===== src/rtl/tetris_input_if.sv =====
// Command-source bundle between the player/timing side and tetris_input_ctrl.
// ctrl is a one-cycle pulse per command. No ready signal exists because the guard gap enforces spacing.
interface tetris_input_if;
  logic [5:0] btn;
  logic       start;
  logic       run;
  logic [3:0] speed;
  logic       flush;
  logic [2:0] ctrl;
  logic       busy;
  logic [2:0] q_count;

  modport master (
    output btn, start, run, speed, flush,
    input  ctrl, busy, q_count
  );

  modport slave (
    input  btn, start, run, speed, flush,
    output ctrl, busy, q_count
  );
endinterface


===== src/rtl/tetris_input_ctrl.sv =====
// Turns presses, auto-repeat and gravity into spaced one-cycle ctrl codes.
// Events land in pending flags, drain by priority into a small FIFO, and issue behind a guard gap.
module tetris_input_ctrl #(
  parameter int GAP       = 4,
  parameter int DROP_GAP  = 48,
  parameter int GRAV_BASE = 50000000,
  parameter int DAS_DLY   = 12000000,
  parameter int DAS_RATE  = 3000000,
  parameter int QDEPTH    = 4
) (
  input logic           clk,
  input logic           reset,
  tetris_input_if.slave io
);
  localparam int GW   = $clog2(GRAV_BASE + 1);
  localparam int DW   = $clog2(DAS_DLY + 1);
  localparam int GMAX = (DROP_GAP > GAP) ? DROP_GAP : GAP;
  localparam int XW   = $clog2(GMAX + 1);
  localparam int PW   = $clog2(QDEPTH);
  localparam int CW   = $clog2(QDEPTH) + 1;

  logic [5:0]    btn_prev_q, btn_prev_d;
  logic          start_prev_q, start_prev_d;
  logic [DW-1:0] das_cnt_q [3];
  logic [DW-1:0] das_cnt_d [3];
  logic [2:0]    das_rep_q, das_rep_d, das_ev;
  logic [GW-1:0] grav_cnt_q, grav_cnt_d, grav_shift, grav_period;
  logic          grav_ev;
  logic [7:0]    flag_q, flag_d, ev, enq_sel;
  logic [2:0]    mem_q [QDEPTH];
  logic [2:0]    mem_d [QDEPTH];
  logic [PW-1:0] wr_ptr_q, wr_ptr_d, rd_ptr_q, rd_ptr_d;
  logic [CW-1:0] cnt_q, cnt_d;
  logic [XW-1:0] gap_q, gap_d;
  logic [2:0]    ctrl_q, ctrl_d, enq_idx, enq_code, head;
  logic [5:0]    press;
  logic [2:0]    held;
  logic          start_press, found, full, do_push, do_pop;

  // Flag index order is also priority order: 0 start .. 7 grav.
  function automatic logic [2:0] src_code(input logic [2:0] idx);
    case (idx)
      3'd0:    src_code = 3'd7;
      3'd1:    src_code = 3'd6;
      3'd2:    src_code = 3'd1;
      3'd3:    src_code = 3'd2;
      3'd4:    src_code = 3'd3;
      3'd5:    src_code = 3'd4;
      default: src_code = 3'd5;
    endcase
  endfunction

  assign press        = io.btn & ~btn_prev_q;
  assign start_press  = io.start & ~start_prev_q;
  assign held         = io.btn[4:2] & btn_prev_q[4:2];
  assign btn_prev_d   = io.btn;
  assign start_prev_d = io.start;

  // Repeat counters start the cycle after the press, so the first repeat lands DAS_DLY after it.
  always_comb begin
    for (int i = 0; i < 3; i++) begin
      das_cnt_d[i] = das_cnt_q[i];
      das_rep_d[i] = das_rep_q[i];
      das_ev[i]    = 1'b0;
      if (!(io.run && held[i])) begin
        das_cnt_d[i] = '0;
        das_rep_d[i] = 1'b0;
      end else if (!das_rep_q[i]) begin
        if (das_cnt_q[i] == DW'(DAS_DLY - 1)) begin
          das_ev[i]    = 1'b1;
          das_rep_d[i] = 1'b1;
          das_cnt_d[i] = '0;
        end else begin
          das_cnt_d[i] = das_cnt_q[i] + DW'(1);
        end
      end else if (das_cnt_q[i] == DW'(DAS_RATE - 1)) begin
        das_ev[i]    = 1'b1;
        das_cnt_d[i] = '0;
      end else begin
        das_cnt_d[i] = das_cnt_q[i] + DW'(1);
      end
    end
  end

  // >= keeps a shortened period from skipping its compare after a speed change.
  always_comb begin
    grav_shift  = GW'(GRAV_BASE) >> io.speed;
    grav_period = (grav_shift < GW'(DROP_GAP + 1)) ? GW'(DROP_GAP + 1) : grav_shift;
    grav_ev     = io.run && (grav_cnt_q >= grav_period - GW'(1));
    grav_cnt_d  = (!io.run || grav_ev) ? '0 : grav_cnt_q + GW'(1);
  end

  assign ev = {grav_ev, das_ev[2] | press[4], das_ev[1] | press[3], das_ev[0] | press[2],
               press[1], press[0], press[5], start_press};

  always_comb begin
    found   = 1'b0;
    enq_idx = 3'd0;
    for (int i = 7; i >= 0; i--) begin
      if (flag_q[i]) begin
        found   = 1'b1;
        enq_idx = 3'(i);
      end
    end
    enq_sel  = 8'd1 << enq_idx;
    enq_code = src_code(enq_idx);
  end

  assign full    = (cnt_q == CW'(QDEPTH));
  assign head    = mem_q[rd_ptr_q];
  assign do_push = found && !full && !io.flush;
  assign do_pop  = (gap_q == '0) && (cnt_q != '0) && !io.flush;

  always_comb begin
    mem_d    = mem_q;
    wr_ptr_d = wr_ptr_q;
    rd_ptr_d = rd_ptr_q;
    cnt_d    = cnt_q;
    gap_d    = gap_q;
    ctrl_d   = 3'd0;
    if (io.flush) begin
      flag_d   = (flag_q | ev) & 8'h01;
      wr_ptr_d = '0;
      rd_ptr_d = '0;
      cnt_d    = '0;
    end else begin
      flag_d = (flag_q & ~(do_push ? enq_sel : 8'h00)) | ev;
      if (do_push) begin
        mem_d[wr_ptr_q] = enq_code;
        wr_ptr_d        = wr_ptr_q + PW'(1);
      end
      if (do_pop) rd_ptr_d = rd_ptr_q + PW'(1);
      cnt_d = cnt_q + CW'(do_push) - CW'(do_pop);
    end
    if (do_pop) begin
      ctrl_d = head;
      gap_d  = (head == 3'd6) ? XW'(DROP_GAP) : XW'(GAP);
    end else if (gap_q != '0) begin
      gap_d = gap_q - XW'(1);
    end
  end

  always_ff @(posedge clk or posedge reset) begin
    if (reset) begin
      btn_prev_q   <= '0;
      start_prev_q <= 1'b0;
      das_rep_q    <= '0;
      grav_cnt_q   <= '0;
      flag_q       <= '0;
      wr_ptr_q     <= '0;
      rd_ptr_q     <= '0;
      cnt_q        <= '0;
      gap_q        <= '0;
      ctrl_q       <= 3'd0;
      for (int i = 0; i < 3; i++) das_cnt_q[i] <= '0;
      for (int i = 0; i < QDEPTH; i++) mem_q[i] <= 3'd0;
    end else begin
      btn_prev_q   <= btn_prev_d;
      start_prev_q <= start_prev_d;
      das_rep_q    <= das_rep_d;
      das_cnt_q    <= das_cnt_d;
      grav_cnt_q   <= grav_cnt_d;
      flag_q       <= flag_d;
      mem_q        <= mem_d;
      wr_ptr_q     <= wr_ptr_d;
      rd_ptr_q     <= rd_ptr_d;
      cnt_q        <= cnt_d;
      gap_q        <= gap_d;
      ctrl_q       <= ctrl_d;
    end
  end

  assign io.ctrl    = ctrl_q;
  assign io.busy    = (gap_q != '0);
  assign io.q_count = 3'(cnt_q);
endmodule


===== src/flat_wrapper.sv =====
// flat-port wrapper written by rule: the top's interface ports become plain ports
module tetris_input_ctrl_flat 
#(
  parameter int GAP       = 4,
  parameter int DROP_GAP  = 48,
  parameter int GRAV_BASE = 50000000,
  parameter int DAS_DLY   = 12000000,
  parameter int DAS_RATE  = 3000000,
  parameter int QDEPTH    = 4
)
  (clk, reset, io_btn, io_start, io_run, io_speed, io_flush, io_ctrl, io_busy, io_q_count);
  tetris_input_if io_i ();
  input logic clk;
  input logic reset;
  input wire logic [$bits(io_i.btn)-1:0] io_btn;
  input wire logic [$bits(io_i.start)-1:0] io_start;
  input wire logic [$bits(io_i.run)-1:0] io_run;
  input wire logic [$bits(io_i.speed)-1:0] io_speed;
  input wire logic [$bits(io_i.flush)-1:0] io_flush;
  output wire logic [$bits(io_i.ctrl)-1:0] io_ctrl;
  output wire logic [$bits(io_i.busy)-1:0] io_busy;
  output wire logic [$bits(io_i.q_count)-1:0] io_q_count;
  assign io_i.btn = io_btn;
  assign io_i.start = io_start;
  assign io_i.run = io_run;
  assign io_i.speed = io_speed;
  assign io_i.flush = io_flush;
  assign io_ctrl = io_i.ctrl;
  assign io_busy = io_i.busy;
  assign io_q_count = io_i.q_count;
  tetris_input_ctrl #(.GAP(GAP), .DROP_GAP(DROP_GAP), .GRAV_BASE(GRAV_BASE), .DAS_DLY(DAS_DLY), .DAS_RATE(DAS_RATE), .QDEPTH(QDEPTH)) u_core (.clk(clk), .reset(reset), .io(io_i));
endmodule

===== config.mk =====
export PLATFORM = sky130hd
export DESIGN_NAME = tetris_input_ctrl_flat
export DESIGN_NICKNAME = d
export VERILOG_FILES = /design/src/rtl/tetris_input_if.sv /design/src/rtl/tetris_input_ctrl.sv /design/src/flat_wrapper.sv
export SDC_FILE = /design/constraint.sdc
export NUM_CORES = 1
export LEC_CHECK = 0
export BUFFER_PORTS_ARGS = -buffer_cell sky130_fd_sc_hd__buf_2
export CAP_MARGIN = 20
export CORE_ASPECT_RATIO = 0.5
export CORE_MARGIN = 3
export CORE_UTILIZATION = 61
export DETAILED_ROUTE_END_ITERATION = 7
export PLACE_DENSITY_LB_ADDON = 0.1
export SLEW_MARGIN = 20
export SYNTH_ARGS = -nofsm -noshare
export SYNTH_HDL_FRONTEND = slang
export SYNTH_SLANG_ARGS = --single-unit

===== constraint.sdc =====
create_clock -name clk -period 6.15 [get_ports clk]
set_input_delay 1.23 -clock clk [delete_from_list [all_inputs] [get_ports clk]]
set_output_delay 1.23 -clock clk [all_outputs]
set_load 0.01 [all_outputs]

Yosys cells after proc, flatten, opt, wreduce, memory -nomap -nowiden --
Index checks and enable logic that the tools add are counted.
Word-level totals: word-level logic and storage cells 149, output and inout bits 7, input port bits 15, register bits 144
Cells by class: mux-type cells 66, reduce and logical (&&, ||, !) cells 21, shifts and indexed selects 2, bitwise operators 15, $lt $le $gt $ge 5, add/sub/neg operators 10, equality and inequality tests 13
Operator list (number):
- 2-to-1 mux 24 bit | 12
- adder 24 x 1 -> 24 bit (second input constant) | 3
- == test 24 x 22 -> 1 bit (second input constant) | 3
- == test 24 bit (second input constant) | 3
- 2-to-1 mux 26 bit | 2
- 2-to-1 mux 3 bit | 13
- adder 26 x 1 -> 26 bit (second input constant) | 1
- >= comparator 26 bit | 1
- less-than comparator 26 x 6 -> 1 bit (second input constant) | 1
- 2-to-1 mux 1 bit | 26
- right shift 26 x 4 -> 26 bit (first input constant) | 1
- subtractor 26 x 1 -> 26 bit (second input constant) | 1
- 2-to-1 mux 6 bit | 3
- one-hot mux 3 bit (6 select lines) | 1
- 2-to-1 mux 8 bit | 2
- bitwise mux 12 bit | 1
- == test 3 bit (second input constant) | 4
- logical AND 1 bit | 9
- bitwise AND 8 bit | 1
- 2-to-1 mux 2 bit | 4
- inverter 8 bit | 1
- OR 8 bit | 1
- left shift 1 x 3 -> 8 bit (first input constant) | 1
- bitwise AND 6 bit | 1
- other kinds (24) | 36

Depth between registers and ports, before layout --
Gate-level depths: netlist of run 1.
depth in word-level cells 15, depth in mapped cells 17, depth with buffers taken out 13

Worst setup path before layout of run 1 --
Ideal clock, no wire load.
path type input -> register, start point input io_speed[0], end point register u_core.grav_cnt_q[10], required time 6.012 ns, path buffers 4, cell stages on the path 17, path slack 2.083 ns, library setup time 0.138 ns, data arrival time 3.930 ns, cell sequence clkbuf_1 > clkbuf_1 > nand2_1 > mux2i_1 > a21oi_1 > ha_1 > nand2b_1 > o221ai_1 > a221oi_1 > ha_1 > a21oi_1 > o21ai_0 > a21o_1 > o21a_1 > clkbuf_1 > clkbuf_1 > nor4_1
Between the ends: cells in the longest elaborated chain, start to end 8
Ends and longest elaborated chain:
- start: declaration | RTL line flat_wrapper.sv:18 | input wire logic [$bits(io_i.speed)-1:0] io_speed;
- right shift 26 x 4 -> 26 bit * | RTL line tetris_input_ctrl.sv:87 | grav_shift = GW'(GRAV_BASE) >> io.speed;
- less-than comparator 26 x 6 -> 1 bit | RTL line tetris_input_ctrl.sv:88 | grav_period = (grav_shift < GW'(DROP_GAP + 1)) ? GW'(DROP_GAP + 1) : grav_shift;
- 2-to-1 mux 26 bit * | RTL line tetris_input_ctrl.sv:88
- subtractor 26 x 1 -> 26 bit * | RTL line tetris_input_ctrl.sv:89 | grav_ev = io.run && (grav_cnt_q >= grav_period - GW'(1));
- >= comparator 26 bit * | RTL line tetris_input_ctrl.sv:89
- logical AND 1 bit * | RTL line tetris_input_ctrl.sv:89
- logical OR 1 bit * | RTL line tetris_input_ctrl.sv:90 | grav_cnt_d = (!io.run || grav_ev) ? '0 : grav_cnt_q + GW'(1);
- 2-to-1 mux 26 bit * | RTL line tetris_input_ctrl.sv:90
- via u_core.grav_cnt_d[10] | RTL line tetris_input_ctrl.sv:27 | logic [GW-1:0] grav_cnt_q, grav_cnt_d, grav_shift, grav_period;
- end signal: assignment | RTL line tetris_input_ctrl.sv:162 | grav_cnt_q <= grav_cnt_d;
- end: declaration | RTL line tetris_input_ctrl.sv:27
Mark *: on every way through the listed nets, which the timed path passes. The rest lies on a longest branch. A chain may end at the register's enable or synchronous reset.

Worst setup path in the final report of run 1 --
start point input io_speed[2], end point register u_core.grav_cnt_q[15]
The elaborated chain is that of the path after synthesis.

==> flow_summary.json, run 1 <==
{
  "cp.arrival_ns": 4.36,
  "grt_usage": 0.233,
  "num-nets-final": 911,
  "critical_path.cell_chain": "buf_2, clkinv_1, nor3_1, a21oi_1, ha_1, nand2b_1, o221ai_1, a221oi_1, ha_1, a21oi_1, o21ai_0, a21o_1, o21a_1, nor3_1",
  "yosys.area.top_type_share": 0.446,
  "synth.most_common_cell": "dfrtp_1",
  "worstReg2RegStart": "u_core.das_cnt_q[0]",
  "dieArea_um2": 14700,
  "ys_top_cells_by_count": "dfrtp_1, nor2_1, xor2_1",
  "critical_path_buf_inv_count": 2,
  "cts_setup_buffers": 0,
  "drc_errors": 0,
  "crit_path_start_kind": "input port",
  "cts_hold_buf": 0,
  "rows": 29,
  "maxCapViolations": 0,
  "area_delta_synth_final_pct": 9.22,
  "place_congestion": 0.867,
  "reg2reg_depth": 6,
  "yosys.area.top_type": "dfrtp_1",
  "setup_viol": 0,
  "placed_cell_area_um2": 8270,
  "via_count": 6189,
  "htree_levels": 4,
  "nFillCells": 984,
  "max_freq_mhz": 243,
  "hold_violations": 0,
  "die-width_um": 169,
  "slowest_stage": "o21a_1",
  "ys_seq_area_frac": 0.446,
  "status": "completed",
  "antenna_found_initial": 0,
  "drtIter0Drc": 401,
  "die_h_um": 87.4,
  "core_um2": 12800,
  "cts_buffers": 17,
  "place_hpwl_um": 11100,
  "diodes": 0,
  "wl_per_cell_um": 15.7,
  "synth_nets": 898,
  "rsz0062_at_grt": "no",
  "firstDrtPassIters": 5,
  "clock-sinks": 144,
  "leakage_uw": 0.00374,
  "p_per_area_nw_per_um2": 272,
  "vias_per_cell": 5.96,
  "worst_slew_pin_slew_ns": 1.08,
  "critPathTopFamily": "compound AO/OA/AOI/OAI gates",
  "ctsLongestPathBuffers": 2,
  "r2r-end": "u_core.das_cnt_q[22]",
  "slew_headroom": 0.274,
  "finalSetupTns_ns": 0,
  "insertion_delay_ns": 0.41,
  "synthCells": 844,
  "min_to": "u_core.flag_q[0]",
  "layout-drive-gt1-share": 0.0921,
  "dominantRegCellSynth": "dfrtp_1",
  "initial_core_util": 0.631,
  "design_area_um2": 8820,
  "synthArstFlopShare": 1.00,
  "grt-ovfl-total": 0,
  "yosys.cell_types.count": 62,
  "worstPathMaxFanout": 26,
  "end_kind": "register",
  "period_needed_ns": 4.12,
  "vdd_drop_max_uv": 209,
  "synthesis.area_um2": 8080,
  "drtAntennaViolNets": 0,
  "yosys_register_bits": 144,
  "worst-endpoint-required_ns": 6.39,
  "rrSetupSlack_ns": 3.48,
  "skew_ns": 0.00937,
  "grt_max_degree": 108,
  "synthTopCellsByArea": "dfrtp_1, xor2_1, ha_1, nor2_1, xnor2_1",
  "grt_pass1_wl_um": 27800,
  "min_delay_path_depth": 1,
  "path_clk_slew_ns": 0.06,
  "synth_edf_count": 0,
  "cp.depth": 14,
  "holdCritStartpoint": "u_core.start_prev_q",
  "cts_tree": "built",
  "syn_avg_cell_area_um2": 9.57,
  "cpPeakStageDelay_ns": 0.74,
  "slew_violations": 0,
  "fin_crit_sh": 0.670,
  "wl_um": 16300,
  "worstSetupPathType": "in -> reg",
  "ios": 22,
  "grt_pass1_vias": 5886,
  "io_buffers": 21,
  "hold_class": "reg -> reg",
  "clockRootBuffer": "clkbuf_16",
  "postCtsResizedCells": 0,
  "synth_warnings": 0
}
kinds of logic (layout without fill, tap and decap cells):
family | Yosys count | count (layout) | share of synthesized area
compound gates | 84 | 84 | 0.0657
buf+inv | 59 | 84 | 0.0321
simple gates | 401 | 401 | 0.259
xor+xnor | 100 | 100 | 0.108
fa+ha+maj | 39 | 39 | 0.0613
flops | 144 | 144 | 0.446
mux | 17 | 17 | 0.0276
sequential cells by signal, summed over array words and instances, names as in the netlist:
| register | flops |
|---|---|
| u_core.io.q_count | 3 |
| u_core.mem_q | 12 |
| u_core.rd_ptr_q | 2 |
| u_core.start_prev_q | 1 |
| u_core.io.ctrl | 3 |
| u_core.gap_q | 6 |
| u_core.flag_q | 8 |
| u_core.das_rep_q | 3 |
| u_core.das_cnt_q | 72 |
| u_core.wr_ptr_q | 2 |
| u_core.grav_cnt_q | 26 |
| u_core.btn_prev_q | 6 |
through the flow:
stage	total power [uW]	hold slack, ns	utilization	instances	setup slack, ns
after floorplan	1370	0.410	-	844	1.05
after global placement	1440	0.415	0.646	1008	1.83
after detailed placement	1460	0.447	0.646	1008	1.65
after CTS	2420	0.444	0.689	1039	2.09
after global routing	2520	0.467	0.689	1039	1.75
final	2400	0.450	0.689	1039	2.03
worst max-delay path by stage:
stage / startpoint / to / slack, ns
6_report: io_speed[2] / u_core.grav_cnt_q[15] / 2.03
5_1_grt: io_speed[2] / u_core.grav_cnt_q[15] / 1.75
4_1_cts: io_speed[2] / u_core.grav_cnt_q[15] / 2.09
3_5_place_dp: io_speed[2] / u_core.grav_cnt_q[20] / 1.65
3_3_place_gp: io_speed[2] / u_core.grav_cnt_q[19] / 1.83
2_1_floorplan: reset / u_core.btn_prev_q[0] / 1.05
layout by cell type, fill, tap and decap left out, drive strengths merged, types with 12 or more instances in the layout:
master and instances:
dfrtp 144, nor2 112, xor2 63, nand2 60
nand3 49, ha 38, xnor2 37, nand4 32
nor4 30, inv 28, a21oi 25, nor3 25
and3 24, buf 24, clkbuf 21, o21ai 18
mux2 12
cell type report:
cell class                 instances  area (um2)  share of cell area
inverter                          29         114              0.0129
tap                              170         213              0.0241
clock inverter                    10        88.8              0.0101
sequential                       144        3600               0.409
clock buffer                      21         460              0.0522
timing repair buffer              24         128              0.0145
multi-input combinational        641        4210               0.478
routing by layer:
metal  vias to the layer above  global-route usage  part of all wire
li1                       3008                   -                 -
met1                      3048               0.318              0.48
met2                       120               0.388              0.48
met3                        13              0.0426             0.034
met4                         0              0.0653            0.0075
met5                         -                   0                 0
power breakdown:
group | leakage, uW | switching, uW | total (uW) | internal, uW
registers | 0.00193 | 66.4 | 1100 | 1030
logic | 0.00154 | 184 | 348 | 163
clock network | 0.000272 | 383 | 956 | 573
Power figures use the tool's default switching activity.
==> run 2: changes to the inputs <==
Settings changed: ABC_AREA set to 1, CORE_UTILIZATION 61 to 57.
Clock period 6.15 ns to 3.7 ns, I/O delays scaled along.
==> flow_summary.json, run 2 <==
{
  "die_h_um": 94.1,
  "cts_buffers": 17,
  "synthTopCellsByArea": "dfrtp_1, nand2_1, nor2_1, inv_1, ha_1",
  "worstSetupPathType": "in -> reg",
  "yosys.cell_types.count": 43,
  "cp.arrival_ns": 3.54,
  "slowest_stage": "nand4_2",
  "clockRootBuffer": "clkbuf_16",
  "vdd_drop_max_uv": 357,
  "place_congestion": 0.920,
  "period_needed_ns": 3.23,
  "yosys_register_bits": 144,
  "worstPathMaxFanout": 26,
  "setup_viol": 0,
  "postCtsResizedCells": 0,
  "yosys.area.top_type": "dfrtp_1",
  "htree_levels": 4,
  "cpPeakStageDelay_ns": 0.53,
  "antenna_found_initial": 2,
  "place_hpwl_um": 14600,
  "slew_violations": 0,
  "grt_usage": 0.248,
  "largest_register_ffs": 72,
  "hold_class": "in -> async",
  "final_common_cell": "nand2_1",
  "vias_per_cell": 5.35,
  "io_buffers": 21,
  "cts_hold_buf": 0,
  "ys_seq_area_frac": 0.407,
  "dominantRegCellSynth": "dfrtp_1",
  "fin_crit_sh": 0.873,
  "synth.most_common_cell": "nand2_1",
  "via_count": 7630,
  "synth_nets": 1240,
  "drtAntennaViolNets": 0,
  "maxCapViolations": 0,
  "crit_path_frequent_cell": "nand2_1",
  "end_kind": "register",
  "rsz0062_at_grt": "no",
  "drtIter0Drc": 526,
  "yosys.area.top_type_share": 0.407,
  "core_um2": 14800,
  "largest_register": "u_core.das_cnt_q",
  "cts_tree": "built",
  "insertion_delay_ns": 0.42,
  "critPathTopFamily": "simple AND/OR/NAND/NOR gates",
  "most-common-layout-cells": "nand2_1, nor2_1, inv_1, dfrtp_1, nand3_1",
  "num-nets-final": 1269,
  "max_freq_mhz": 309,
  "synthCells": 1186,
  "grt_pass1_wl_um": 34600,
  "worst-endpoint-required_ns": 4.01,
  "dp.cells": 1393,
  "wl_per_cell_um": 13.9,
  "worst_slew_pin_slew_ns": 0.887,
  "syn_avg_cell_area_um2": 7.46,
  "diodes": 0,
  "dieArea_um2": 17100,
  "clock-sinks": 144,
  "final_cells": 1426,
  "p_per_area_nw_per_um2": 438,
  "synth_warnings": 0,
  "ys_top_cells_by_count": "nand2_1, nor2_1, inv_1",
  "grt_max_degree": 47,
  "crit_path_start_kind": "input port",
  "area_delta_synth_final_pct": 11.1,
  "slew_headroom": 0.407,
  "ios": 22,
  "hold_violations": 0,
  "critical_path.cell_chain": "buf_2, nand2_1, o21ai_0, inv_1, o21ai_0, ha_1, nand3_1, xnor2_1, ha_1, nand2_1, inv_1, nand2_1, nand2_1, nand2_1, nand3_1, nand2_1, nand4_2, nor3_1",
  "synthArstFlopShare": 1.00,
  "grt_pass1_vias": 7369,
  "initial_core_util": 0.597,
  "rows": 31,
  "synthesis.area_um2": 8850,
  "multi_input_area_um2": 4580,
  "cts_setup_buffers": 0,
  "die-width_um": 182,
  "ctsLongestPathBuffers": 2,
  "path_clk_slew_ns": 0.07,
  "grt-ovfl-total": 0,
  "power_uw": 4300,
  "leakage_uw": 0.00442,
  "top_regs": "u_core.das_cnt_q: 72 flops, u_core.grav_cnt_q: 26 flops, u_core.mem_q: 12 flops",
  "skew_ns": 0.0103,
  "seq_area_um2": 3600,
  "nFillCells": 1282,
  "firstDrtPassIters": 5,
  "drc_errors": 0,
  "layout-drive-gt1-share": 0.0806,
  "wl_um": 19900,
  "critical_path_buf_inv_count": 3,
  "status": "completed",
  "synth_edf_count": 0
}
==> run 2: changes by cell type after synthesis, moves of 19 or more <==
cell / delta
nor2_1: +100
and3_1: -23
nor3_1: +19
o21ai_0: +24
inv_1: +119
nand2_1: +214
==> run 2: logic make-up after synthesis <==
family | Yosys count | share of synthesized area
xor gates and xnor gates | 64 | 0.0633
buffers and inverters | 167 | 0.0748
DFF | 144 | 0.407
and+or+nand+nor | 672 | 0.337
AOI/OAI and AO/OA | 100 | 0.0615
adders and majority gates | 39 | 0.0560
==> run 2: cell type report <==
class / count / area share
Clock inverter: 15 / 0.0220
Clock buffer: 17 / 0.0433
Tap cell: 198 / 0.0252
Sequential cell: 144 / 0.367
Timing Repair Buffer: 26 / 0.0183
Multi-Input combinational cell: 875 / 0.466
Inverter: 151 / 0.0581
==> run 2: report_power, final <==
| group | internal, uW | switching [uW] |
|---|---|---|
| combinational | 232 | 396 |
| sequential | 1710 | 90.5 |
| clock | 1100 | 769 |
==> run 2: path summary, 6_finish.rpt <==
check,cells after the start,from,end,slack (ns)
max,18,io_speed[2],u_core.grav_cnt_q[8],0.47
min,2,reset,u_core.das_cnt_q[9],0.34
max reg2reg,12,u_core.gap_q[0],u_core.io.q_count[2],1.18
min reg2reg,1,u_core.start_prev_q,u_core.flag_q[0],0.44
max in group asynchronous,4,reset,u_core.das_rep_q[2],2.52
min in group clk,1,u_core.start_prev_q,u_core.flag_q[0],0.44
==> run 2: metal layers <==
layer / vias to the layer above / part of all wire / wire length, um / GRT usage
met3: 44 / 0.042 / 835 / 0.0518
met5: - / 0.00090 / 18 / 0
met1: 3548 / 0.48 / 9480 / 0.328
met2: 172 / 0.46 / 9130 / 0.406
met4: 4 / 0.021 / 427 / 0.0899
li1: 3862 / - / - / -
==> run 2: metrics by stage <==
stage	TNS [ns]	instance area [um2]	hold slack [ns]	utilization	worst slack (ns)
floorplan	0	8850	0.400	-	0.684
global placement	0	9170	0.422	0.619	0.215
detailed placement	-0.00307	9170	0.423	0.619	-0.00307
CTS	0	9810	0.421	0.662	0.472
global route	0	9830	0.360	0.663	0.0760
finish	0	9830	0.340	0.663	0.469
==> run 3: changes to the inputs <==
Settings changed: CORE_MARGIN 3 to unset.
==> flow_summary.json, run 3 (synthesized netlist as in run 2, its figures left out) <==
{
  "status": "completed",
  "via_count": 7660,
  "skew_ns": 0.0108,
  "min_delay_path_depth": 1,
  "r2r-end": "u_core.io.q_count[2]",
  "worstSetupPathType": "in -> reg",
  "drtIter0Drc": 634,
  "largest_register": "u_core.das_cnt_q",
  "end_kind": "register",
  "grt-ovfl-total": 0,
  "power_frac_seq": 0.434,
  "maxCapViolations": 0,
  "firstDrtPassIters": 5,
  "grt_pass1_wl_um": 33900,
  "final_common_cell": "nand2_1",
  "fin_crit_sh": 0.868,
  "worstPathMaxFanout": 26,
  "insertion_delay_ns": 0.43,
  "largest_register_ffs": 72,
  "drtAntennaViolNets": 0,
  "drc_errors": 0,
  "min_to": "u_core.btn_prev_q[0]",
  "hold_class": "in -> reg",
  "clock-sinks": 144,
  "period_needed_ns": 3.21,
  "rsz0062_at_grt": "no",
  "cts_tree": "built",
  "vias_per_cell": 5.37,
  "grt_pass1_vias": 7276,
  "rows": 31,
  "post-place-ws_ns": 0.0862,
  "initial_core_util": 0.597,
  "holdCritStartpoint": "io_btn[0]",
  "ios": 22,
  "grt_usage": 0.265,
  "rrSetupSlack_ns": 1.17,
  "cts_hold_buf": 0,
  "sw_frac_of_total": 0.302,
  "p_sw_uw": 1260,
  "reg2reg_depth": 12,
  "fin_ws_ns": 0.488,
  "worst_slew_pin_slew_ns": 0.924,
  "postCtsResizedCells": 0,
  "p_per_area_nw_per_um2": 427,
  "htree_levels": 4,
  "cp.arrival_ns": 3.53,
  "place_congestion": 0.906,
  "combinationalPowerShare": 0.151,
  "area_delta_synth_final_pct": 10.4,
  "crit_path_start_kind": "input port",
  "hold_violations": 0,
  "leakage_uw": 0.00438,
  "antenna_found_initial": 2,
  "path_clk_slew_ns": 0.07,
  "vdd_drop_max_uv": 337,
  "setup_viol": 0,
  "worstReg2RegStart": "u_core.gap_q[0]",
  "io_buffers": 21,
  "slew_violations": 0,
  "die-width_um": 178,
  "grt_max_degree": 49,
  "core_um2": 14800,
  "max_freq_mhz": 311,
  "finalSetupTns_ns": 0,
  "worst-endpoint-required_ns": 4.01,
  "die_h_um": 90.1,
  "wl_um": 19600,
  "wl_per_cell_um": 13.8,
  "ctsLongestPathBuffers": 2,
  "slew_headroom": 0.382,
  "p_int_uw": 2910,
  "top_regs": "u_core.das_cnt_q: 72 flops, u_core.grav_cnt_q: 26 flops, u_core.mem_q: 12 flops",
  "cts_setup_buffers": 0,
  "dieArea_um2": 16100,
  "cts_buffers": 17,
  "most-common-layout-cells": "nand2_1, nor2_1, inv_1, dfrtp_1, nand3_1",
  "clockRootBuffer": "clkbuf_16",
  "layout-drive-gt1-share": 0.0799,
  "place_hpwl_um": 14700,
  "p_clk_frac": 0.415,
  "num-nets-final": 1268
}
## run 3: worst max path at each step
stage,startpoint,to
after floorplan,io_speed[0],u_core.grav_cnt_q[18]
after global placement,io_speed[2],u_core.grav_cnt_q[8]
after global routing,io_speed[2],u_core.grav_cnt_q[8]
after CTS,io_speed[2],u_core.grav_cnt_q[8]
final,io_speed[2],u_core.grav_cnt_q[8]
after detailed placement,io_speed[2],u_core.grav_cnt_q[8]
## run 3: worst max-delay path, cell delays in order
cell,delay (ns)
buf_2,0.22
nand2_1,0.15
o21ai_0,0.16
inv_1,0.08
o21ai_0,0.08
ha_1,0.24
nand3_1,0.10
xnor2_1,0.14
ha_1,0.27
nand2_1,0.07
inv_1,0.04
nand2_1,0.05
nand2_1,0.05
nand2_1,0.05
nand3_1,0.07
nand2_1,0.10
nand4_2,0.55
nor3_1,0.34
## run 3: final cells by class
class                   count  area [um2]
repair buffers             25         160
clock inverters            15         170
multi-input cells         875        4580
inverters                 151         571
flip-flops and latches    144        3600
diodes                      2        5.00
well taps                 198         248
clock buffers              17         425
fillers                  1315        5050
## run 3: through the flow
step                instances  instance area (um2)  hold WS [ns]  total power [uW]  utilization
floorplan                1186                 8850         0.400              2300            -
CTS                      1425                 9760         0.419              4200        0.659
finish                   1427                 9770         0.435              4170        0.659
global placement         1393                 9170         0.413              2430        0.619
detailed placement       1393                 9170         0.450              2460        0.619
global route             1426                 9760         0.423              4390        0.659
## run 3: metal layers
layer / GRT usage / routed length [um]
met5: 0 / 0
met3: 0.0567 / 919
met4: 0.0855 / 352
met1: 0.362 / 9360
met2: 0.422 / 9010
## run 3: power by group through the flow
stage	registers, uW	clock network (uW)	logic (uW)
2_1_floorplan	1820	0	480
3_3_place_gp	1830	0	602
3_5_place_dp	1830	0	629
4_1_cts	1810	1760	637
5_1_grt	1820	1820	746
6_report	1810	1730	630
